--- config.mk ---
export PLATFORM = sky130hd
export DESIGN_NAME = muldiv_unit
export DESIGN_NICKNAME = d
export VERILOG_FILES = /design/src/rtl/muldiv_unit.sv
export SDC_FILE = /design/constraint.sdc
export NUM_CORES = 1
export LEC_CHECK = 0
export CAP_MARGIN = 20
export CELL_PAD_IN_SITES_DETAIL_PLACEMENT = 0
export CELL_PAD_IN_SITES_GLOBAL_PLACEMENT = 1
export CORE_MARGIN = 5
export CORE_UTILIZATION = 41
export DETAILED_ROUTE_END_ITERATION = 10
export HOLD_SLACK_MARGIN = 0.03
export PLACE_DENSITY_LB_ADDON = 0.1
export SLEW_MARGIN = 5
export SYNTH_ARGS = -nofsm -noshare
export SYNTH_HDL_FRONTEND = slang
export SYNTH_SLANG_ARGS = --single-unit
export TNS_END_PERCENT = 50
--- constraint.sdc ---
create_clock -name iCLK -period 4.8 [get_ports iCLK]
set_input_delay 0.96 -clock iCLK [delete_from_list [all_inputs] [get_ports iCLK]]
set_output_delay 0.96 -clock iCLK [all_outputs]
set_load 0.005 [all_outputs]
--- src/rtl/muldiv_unit.sv ---
// Iterative HI/LO multiply/divide unit: 32-cycle radix-2 shift-add multiply and
// restoring divide on operand magnitudes, with sign fix-up applied at completion.
module muldiv_unit (
   input  logic        iCLK,
   input  logic        iRST,
   input  logic        iStart,
   input  logic [2:0]  iOp,
   input  logic [31:0] iA,
   input  logic [31:0] iB,
   output logic        oBusy,
   output logic        oDone,
   output logic [31:0] oHI,
   output logic [31:0] oLO
);

   localparam logic [2:0] OP_MTHI = 3'b100;
   localparam logic [2:0] OP_MTLO = 3'b101;

   typedef enum logic [1:0] {S_IDLE, S_RUN, S_DONE} state_t;

   state_t      r_state;
   state_t      w_state_nxt;

   logic [4:0]  r_cnt;
   logic        r_div;
   logic        r_neg_q;
   logic        r_neg_r;
   logic        r_div0;
   logic [31:0] r_a;
   logic [31:0] r_bmag;
   logic [31:0] r_wh;
   logic [31:0] r_wl;
   logic [31:0] r_hi;
   logic [31:0] r_lo;

   logic        w_accept;
   logic        w_start_it;
   logic        w_last;
   logic        w_sgn;
   logic        w_a_neg;
   logic        w_b_neg;
   logic [31:0] w_amag;
   logic [31:0] w_bmag;
   logic [32:0] w_sum;
   logic [32:0] w_trial;
   logic        w_ok;
   logic [31:0] w_nh;
   logic [31:0] w_nl;
   logic [63:0] w_prod;
   logic [31:0] w_fin_hi;
   logic [31:0] w_fin_lo;

   function automatic logic [31:0] f_cneg32(input logic [31:0] x, input logic neg);
      logic signed [31:0] v;
      v = x;
      return neg ? 32'(-v) : x;
   endfunction

   function automatic logic [63:0] f_cneg64(input logic [63:0] x, input logic neg);
      logic signed [63:0] v;
      v = x;
      return neg ? 64'(-v) : x;
   endfunction

   assign w_accept   = iStart && (r_state != S_RUN);
   assign w_start_it = w_accept && !iOp[2];
   assign w_last     = (r_state == S_RUN) && (r_cnt == 5'd31);

   // Operand magnitudes; the unsigned ops (odd opcodes) never negate.
   assign w_sgn   = ~iOp[0];
   assign w_a_neg = w_sgn & iA[31];
   assign w_b_neg = w_sgn & iB[31];
   assign w_amag  = f_cneg32(iA, w_a_neg);
   assign w_bmag  = f_cneg32(iB, w_b_neg);

   always_comb begin
      w_sum   = {1'b0, r_wh} + (r_wl[0] ? {1'b0, r_bmag} : 33'd0);
      w_trial = {r_wh, r_wl[31]} - {1'b0, r_bmag};
      w_ok    = ~w_trial[32];
      if (r_div) begin
         w_nh = w_ok ? w_trial[31:0] : {r_wh[30:0], r_wl[31]};
         w_nl = {r_wl[30:0], w_ok};
      end else begin
         w_nh = w_sum[32:1];
         w_nl = {w_sum[0], r_wl[31:1]};
      end
   end

   // Final sign fix-up; divide by zero bypasses it and returns all-ones / dividend.
   always_comb begin
      w_prod   = f_cneg64({w_nh, w_nl}, r_neg_q);
      w_fin_hi = w_prod[63:32];
      w_fin_lo = w_prod[31:0];
      if (r_div) begin
         if (r_div0) begin
            w_fin_hi = r_a;
            w_fin_lo = 32'hFFFF_FFFF;
         end else begin
            w_fin_hi = f_cneg32(w_nh, r_neg_r);
            w_fin_lo = f_cneg32(w_nl, r_neg_q);
         end
      end
   end

   always_ff @(posedge iCLK or negedge iRST) begin
      if (!iRST) begin
         r_state <= S_IDLE;
      end else begin
         r_state <= w_state_nxt;
      end
   end

   always_comb begin
      w_state_nxt = r_state;
      case (r_state)
         S_IDLE:  w_state_nxt = w_start_it ? S_RUN : S_IDLE;
         S_RUN:   w_state_nxt = (r_cnt == 5'd31) ? S_DONE : S_RUN;
         S_DONE:  w_state_nxt = w_start_it ? S_RUN : S_IDLE;
         default: w_state_nxt = S_IDLE;
      endcase
   end

   always_comb begin
      oBusy = (r_state == S_RUN);
      oDone = (r_state == S_DONE);
   end

   always_ff @(posedge iCLK or negedge iRST) begin
      if (!iRST) begin
         r_cnt   <= 5'd0;
         r_div   <= 1'b0;
         r_neg_q <= 1'b0;
         r_neg_r <= 1'b0;
         r_div0  <= 1'b0;
         r_a     <= 32'd0;
         r_bmag  <= 32'd0;
         r_wh    <= 32'd0;
         r_wl    <= 32'd0;
         r_hi    <= 32'd0;
         r_lo    <= 32'd0;
      end else begin
         if (w_start_it) begin
            r_cnt   <= 5'd0;
            r_div   <= iOp[1];
            r_neg_q <= w_a_neg ^ w_b_neg;
            r_neg_r <= w_a_neg;
            r_div0  <= (iB == 32'd0);
            r_a     <= iA;
            r_bmag  <= w_bmag;
            r_wh    <= 32'd0;
            r_wl    <= w_amag;
         end else if (r_state == S_RUN) begin
            r_cnt <= r_cnt + 5'd1;
            r_wh  <= w_nh;
            r_wl  <= w_nl;
         end
         if (w_accept && (iOp == OP_MTHI)) begin
            r_hi <= iA;
         end
         if (w_accept && (iOp == OP_MTLO)) begin
            r_lo <= iA;
         end
         if (w_last) begin
            r_hi <= w_fin_hi;
            r_lo <= w_fin_lo;
         end
      end
   end

   assign oHI = r_hi;
   assign oLO = r_lo;

endmodule

After elaboration in Yosys (flattened, before gate mapping):

Index checks and enable logic that the tools add are counted.
Widths: inputs -> output; s select.

* bits in registers: 203
* bits of input ports: 70
* word-level logic and storage cells: 69

* add/subtract/negate cells: 8
* equal/unequal tests: 6
* mux-type cells: 26
* bitwise logic cells: 5
* reductions and logical operators: 12

Operators by type and width (count)
* $mux 32: 20
* $neg 32->32: 4
* $mux 64: 1
* $neg 64->64: 1
* $add 32x32->33: 1
* $sub 33x32->33: 1
* $logic_not 32->1: 1
* $mux 5: 2
* $eq 3x3->1 const B: 2
* $reduce_bool 2->1: 3
* $add 5x1->5 const B: 1
* $eq 5x5->1 const B: 1
* $logic_and 1x1->1: 5
* $pmux 2 s2: 1
* $and 1x1->1: 2
* $eq 2x1->1 const B: 1
* $eq 2x2->1 const B: 1
* $logic_not 2->1: 1
* $mux 2: 1
* $ne 2x1->1 const B: 1
* $not 1->1: 2
* $reduce_or 2->1: 1
* $logic_not 1->1: 1
* $mux 1: 1
* $xor 1x1->1: 1

Logic depth before layout (Yosys ltp):

* depth after elaboration: 8
* gate-level depth with buffers: 24
* gate-level depth less buffers: 21

Least setup slack after synthesis:

Ideal clock, no wire load.

* path type: register to register
* start: register r_wl[31]
* end: register r_hi[28], in the netlist oHI[28]
* library setup time: 0.104 ns
* arrival: 4.556 ns
* required time: 4.696 ns
* path slack: 0.140 ns
* cell stages (with the launch flop): 23
* path buffers: 3
* cell sequence: dfrtp_1 > inv_1 > ha_1 > inv_1 > fa_1 > a211oi_1 > nor3_4 > o211ai_2 > a21o_1 > a211o_1 > buf_6 > clkbuf_1 > clkbuf_1 > o21ai_0 > mux2i_1 > ha_1 > inv_1 > a221oi_4 > nand2_1 > nor4_1 > a31oi_1 > xor2_1 > a221oi_1

* longest elaborated chain between the ends: 8

RTL lines
* start: declaration: RTL line 32 `logic [31:0] r_wl;`
* start signal: assignment: RTL line 151 `r_wl <= w_amag;`
* start signal: assignment: RTL line 155 `r_wl <= w_nl;`
* $sub 33x32->33: RTL line 78 `w_trial = {r_wh, r_wl[31]} - {1'b0, r_bmag};`
* $mux 32: RTL line 81 `w_nh = w_ok ? w_trial[31:0] : {r_wh[30:0], r_wl[31]};`
* $mux 32: RTL line 80 `if (r_div) begin`
* $neg 32->32: RTL line 56 `return neg ? 32'(-v) : x;`
* $mux 32: RTL line 56
* $mux 32: RTL line 95 `if (r_div0) begin`
* $mux 32 *: RTL line 94 `if (r_div) begin`
* $mux 32 *: RTL line 163 `if (w_last) begin`
* end signal: assignment: RTL line 158 `r_hi <= iA;`
* end signal: assignment: RTL line 164 `r_hi <= w_fin_hi;`
* end: declaration: RTL line 33 `logic [31:0] r_hi;`

Every way passes the cells marked *; elsewhere a longest branch is shown, timed or not.
A chain may end at the register's enable or synchronous reset.

Final worst setup path:

* start: register r_bmag[27]
* end: register r_hi[19], in the netlist oHI[19]

* longest elaborated chain between the ends: 8

RTL lines
* start: declaration: RTL line 30 `logic [31:0] r_bmag;`
* start signal: assignment: RTL line 149 `r_bmag <= w_bmag;`
* $sub 33x32->33 *: RTL line 78
* $mux 32: RTL line 81
* $mux 32: RTL line 80
* $neg 32->32: RTL line 56
* $mux 32: RTL line 56
* $mux 32: RTL line 95
* $mux 32 *: RTL line 94
* $mux 32 *: RTL line 163

Marked as above.

==> impl_results.md <==
* Synth Register Bits at about 200
* Fill cells at ~4.2k
* # H-tree levels at 1
* Die X at about 220 um
* Area leader, netlist: dfrtp_1
* Crit path cell chain: inv_1 > ha_1 > buf_4 > a21oi_2 > o211ai_1 > a221oi_2 > buf_4 > a31oi_2 > buf_4 > a2111oi_4 > buf_4 > a22oi_1 > nand2_1 > nand4_1 > or3_4 > o21ai_0 > xnor2_1 > o22ai_1 > buf_4 > nor2_1
* Avg WL per Cell at approximately 22 um
* Clock Sinks at about 200
* Root buf cell: clkbuf_16
* Most frequent CP cell: buf_4
* Latest clock arrival within the worst-skew pair at slightly below 0.6 ns
* Drt pass-1 iters at 6
* Vias in the first global route at around 18k
* Synth top area cells: dfrtp_1, nand2_1, o21ai_0
* Status: finished, final reports clean
* GRT Total Usage at 0.277
* Critical path class: reg -> reg
* Post-Synthesis Cells at 2284
* Core area at between 0.04 and 0.05 mm2
* Slew Limit Fails at 0
* Num rows at 76
* Worst path slowest cell: a2111oi_4
* Final Power at 21.3 mW
* Rel. slew slack at 0.405
* CP startpoint kind: register
* Comb power frac at 0.732
* CP max stage delay at between 0.4 and 0.5 ns
* Total wire length at just under 70 mm
* Clock power share at 0.107
* CTS tree: done
* Worst setup EP type: register
* Antenna violations before repair at 0
* Global-route wire length before repair at approximately 110 mm
* Sequential fraction of the synthesis area at 0.285
* GRT overflow at 0
* Crit path max-delay family: compound AO/OA/AOI/OAI gates
* PD cells at about 960 mW/mm2
* Sequential share of power at 0.161
* Total CTS buffers at 28
* Post-synthesis cell type count at approximately 110
* P_sw at between 10 and 15 mW
* WP buf/inv at 6
* Clock transition at path regs at 0.06 ns
* DIE AREA at roughly 0.048 mm2
* Worst EP arrival at around 5 ns
* Hpwl dp at around 52 mm
* Final Hold Fails at 0
* Main synth FF type: dfrtp_1
* Min Tclk post-route at around 4.6 ns
* RSZ-0062 raised after global routing: yes
* Final period utilization at 0.965
* Die H at ~220 um
* Highest Clock Rate at ~220 MHz
* Max VDD drop at ~420 uV
* Post-Syn Area at about 0.018 mm2
* Post-synthesis async set-or-reset flop share at 1.00
* Longest Clk Path Bufs at 3
* Via count at 18.2k
* Req. time, crit path at 5.25 ns
* Syn_area_per_cell at a little under 8 um2
* Yosys warning count at 0
* Worst Tran Pin Value at roughly 0.89 ns
* Final Net Count at around 2.7k
* Post-CTS Hold Buffers at 0
* Final Setup Violations at 0
* Synth Net Count at around 2.4k
* Total placed cells including tap cells at between 3k and 4k
* Final setup skew at about 0.022 ns
* Largest net degree at the start of global routing at 84
* # port buffers at 135
* Initial Util at 0.414
* Post-synth EDFFs at 0
* Max cap viols at 0
* Lkg Pwr at 9.43 nW
* Post-route ant nets at 0
* Routed vias/inst at 5.82
* Layout cells sized above 1 at 0.145
* DRT iter0 DRCs at around 1.4k
* Fin util at 0.516
* Internal power at 10.8 mW
* Top-area cell type share of the netlist area at 0.285
* Cell Count, Final, Fillers Out at approximately 3.1k
* Worst-path maximum fanout at 5
* Ports at between 100 and 150
* Area grow syn2layout at 24.6%
* Sw Ratio at 0.494
* Final Wtd Congestion at 0.927
* Worst hold path type: in -> async
* DRC viols at 0
[per-layer routing]
metal  routed length, um  vias up  track usage  share of wire
li1                    -     8713            -              -
met1               31800     8894        0.401           0.47
met2               31200      495        0.448           0.46
met3                3300      100       0.0292          0.048
met4                1720        0       0.0613          0.025
met5                   0        -            0              0
[what timing repair did]
action | CTS | global route
setup endpoints to repair | 0 | 26
gates resized for setup | 0 | 40
buffers inserted | 0 | 12
[cells by family (layout without fill, tap and decap cells)]
logic type / count (synthesis) / count (layout) / share of synthesized area
multiplexers: 82 / 82 / 0.0487
adder cells (fa/ha/maj): 72 / 72 / 0.0515
flip-flops: 203 / 203 / 0.285
other: 0 / 1 / 0
AND/OR/NAND/NOR: 851 / 851 / 0.228
XOR/XNOR: 175 / 175 / 0.0861
buffers and inverters: 218 / 473 / 0.0481
AO/OA/AOI/OAI: 683 / 683 / 0.252
[power groups by stage]
stage / clock [mW] / sequential (mW) / combinational [mW]
floorplan: 0 / 3.15 / 9.41
finish: 2.27 / 3.43 / 15.6
global placement: 0 / 3.42 / 14.9
CTS: 2.32 / 3.42 / 15.1
global route: 2.39 / 3.54 / 16.9
detailed placement: 0 / 3.44 / 15.0
[worst paths after layout]
path | from | end | slack (ns) | cells past startpoint
max | r_bmag[27] | oHI[19] | 0.17 | 20
min | iRST | r_bmag[1] | 0.35 | 1
max reg2reg | r_bmag[27] | oHI[19] | 0.17 | 20
min reg2reg | r_a[29] | r_a[29] | 0.48 | 2
max in group asynchronous | iRST | oLO[16] | 3.44 | 2
min in group iCLK | r_a[29] | r_a[29] | 0.48 | 2
[cell type report]
class,instances,area (um2),area share
antenna,1,2.50,0.000113
clock buffer,43,868,0.0392
clock inverter,9,126,0.00570
inverter,73,274,0.0124
multi-input combinational,1863,12100,0.544
sequential,203,5080,0.229
tap,585,732,0.0330
timing repair buffer,348,3030,0.137
[per-stage QoR]
| step | setup slack [ns] | setup TNS (ns) | hold slack [ns] | cell area [um2] |
|---|---|---|---|---|
| floorplan | 0.140 | 0 | 0.437 | 17800 |
| CTS | 0.0271 | 0 | 0.407 | 21900 |
| finish | 0.166 | 0 | 0.351 | 22200 |
| global route | -0.0217 | -0.0625 | 0.418 | 22200 |
| detailed placement | 0.0918 | 0 | 0.460 | 20900 |
| global placement | 0.149 | 0 | 0.454 | 20900 |
[cell usage after synthesis (25+ instances only)]
cell and count:
a32oi_1 33, nand3_1 68, nor3_1 41, mux2i_1 58
xor2_1 78, or3_1 25, a21oi_1 142, nand2_1 394
nor2_1 127, and2_1 41, dfrtp_1 203, clkbuf_1 113
inv_1 72, ha_1 70, o21ai_0 203, o31ai_1 25
xnor2_1 97, o211ai_1 46, a21o_1 30
[cells in the final DEF (no fill, tap or decap), types with 66 or more instances in the layout]
cell type        netlist  final
nand2_1              394    393
buf_4                  1    205
dfrtp_1              203    202
o21ai_0              203    201
a21oi_1              142    138
clkdlybuf4s50_1        0    134
nor2_1               127    126
xnor2_1               97     97
xor2_1                78     78
inv_1                 72     71
ha_1                  70     67
nand3_1               68     66
[flip-flops by register name, indices dropped and copies added (netlist names)]
register / cells
oHI: 32
oLO: 32
r_a: 32
r_bmag: 32
r_wh: 32
r_wl: 32
r_cnt: 5
r_state: 2
r_div: 1
r_div0: 1
r_neg_q: 1
r_neg_r: 1
Note: power is estimated with default switching activity, not from simulation.
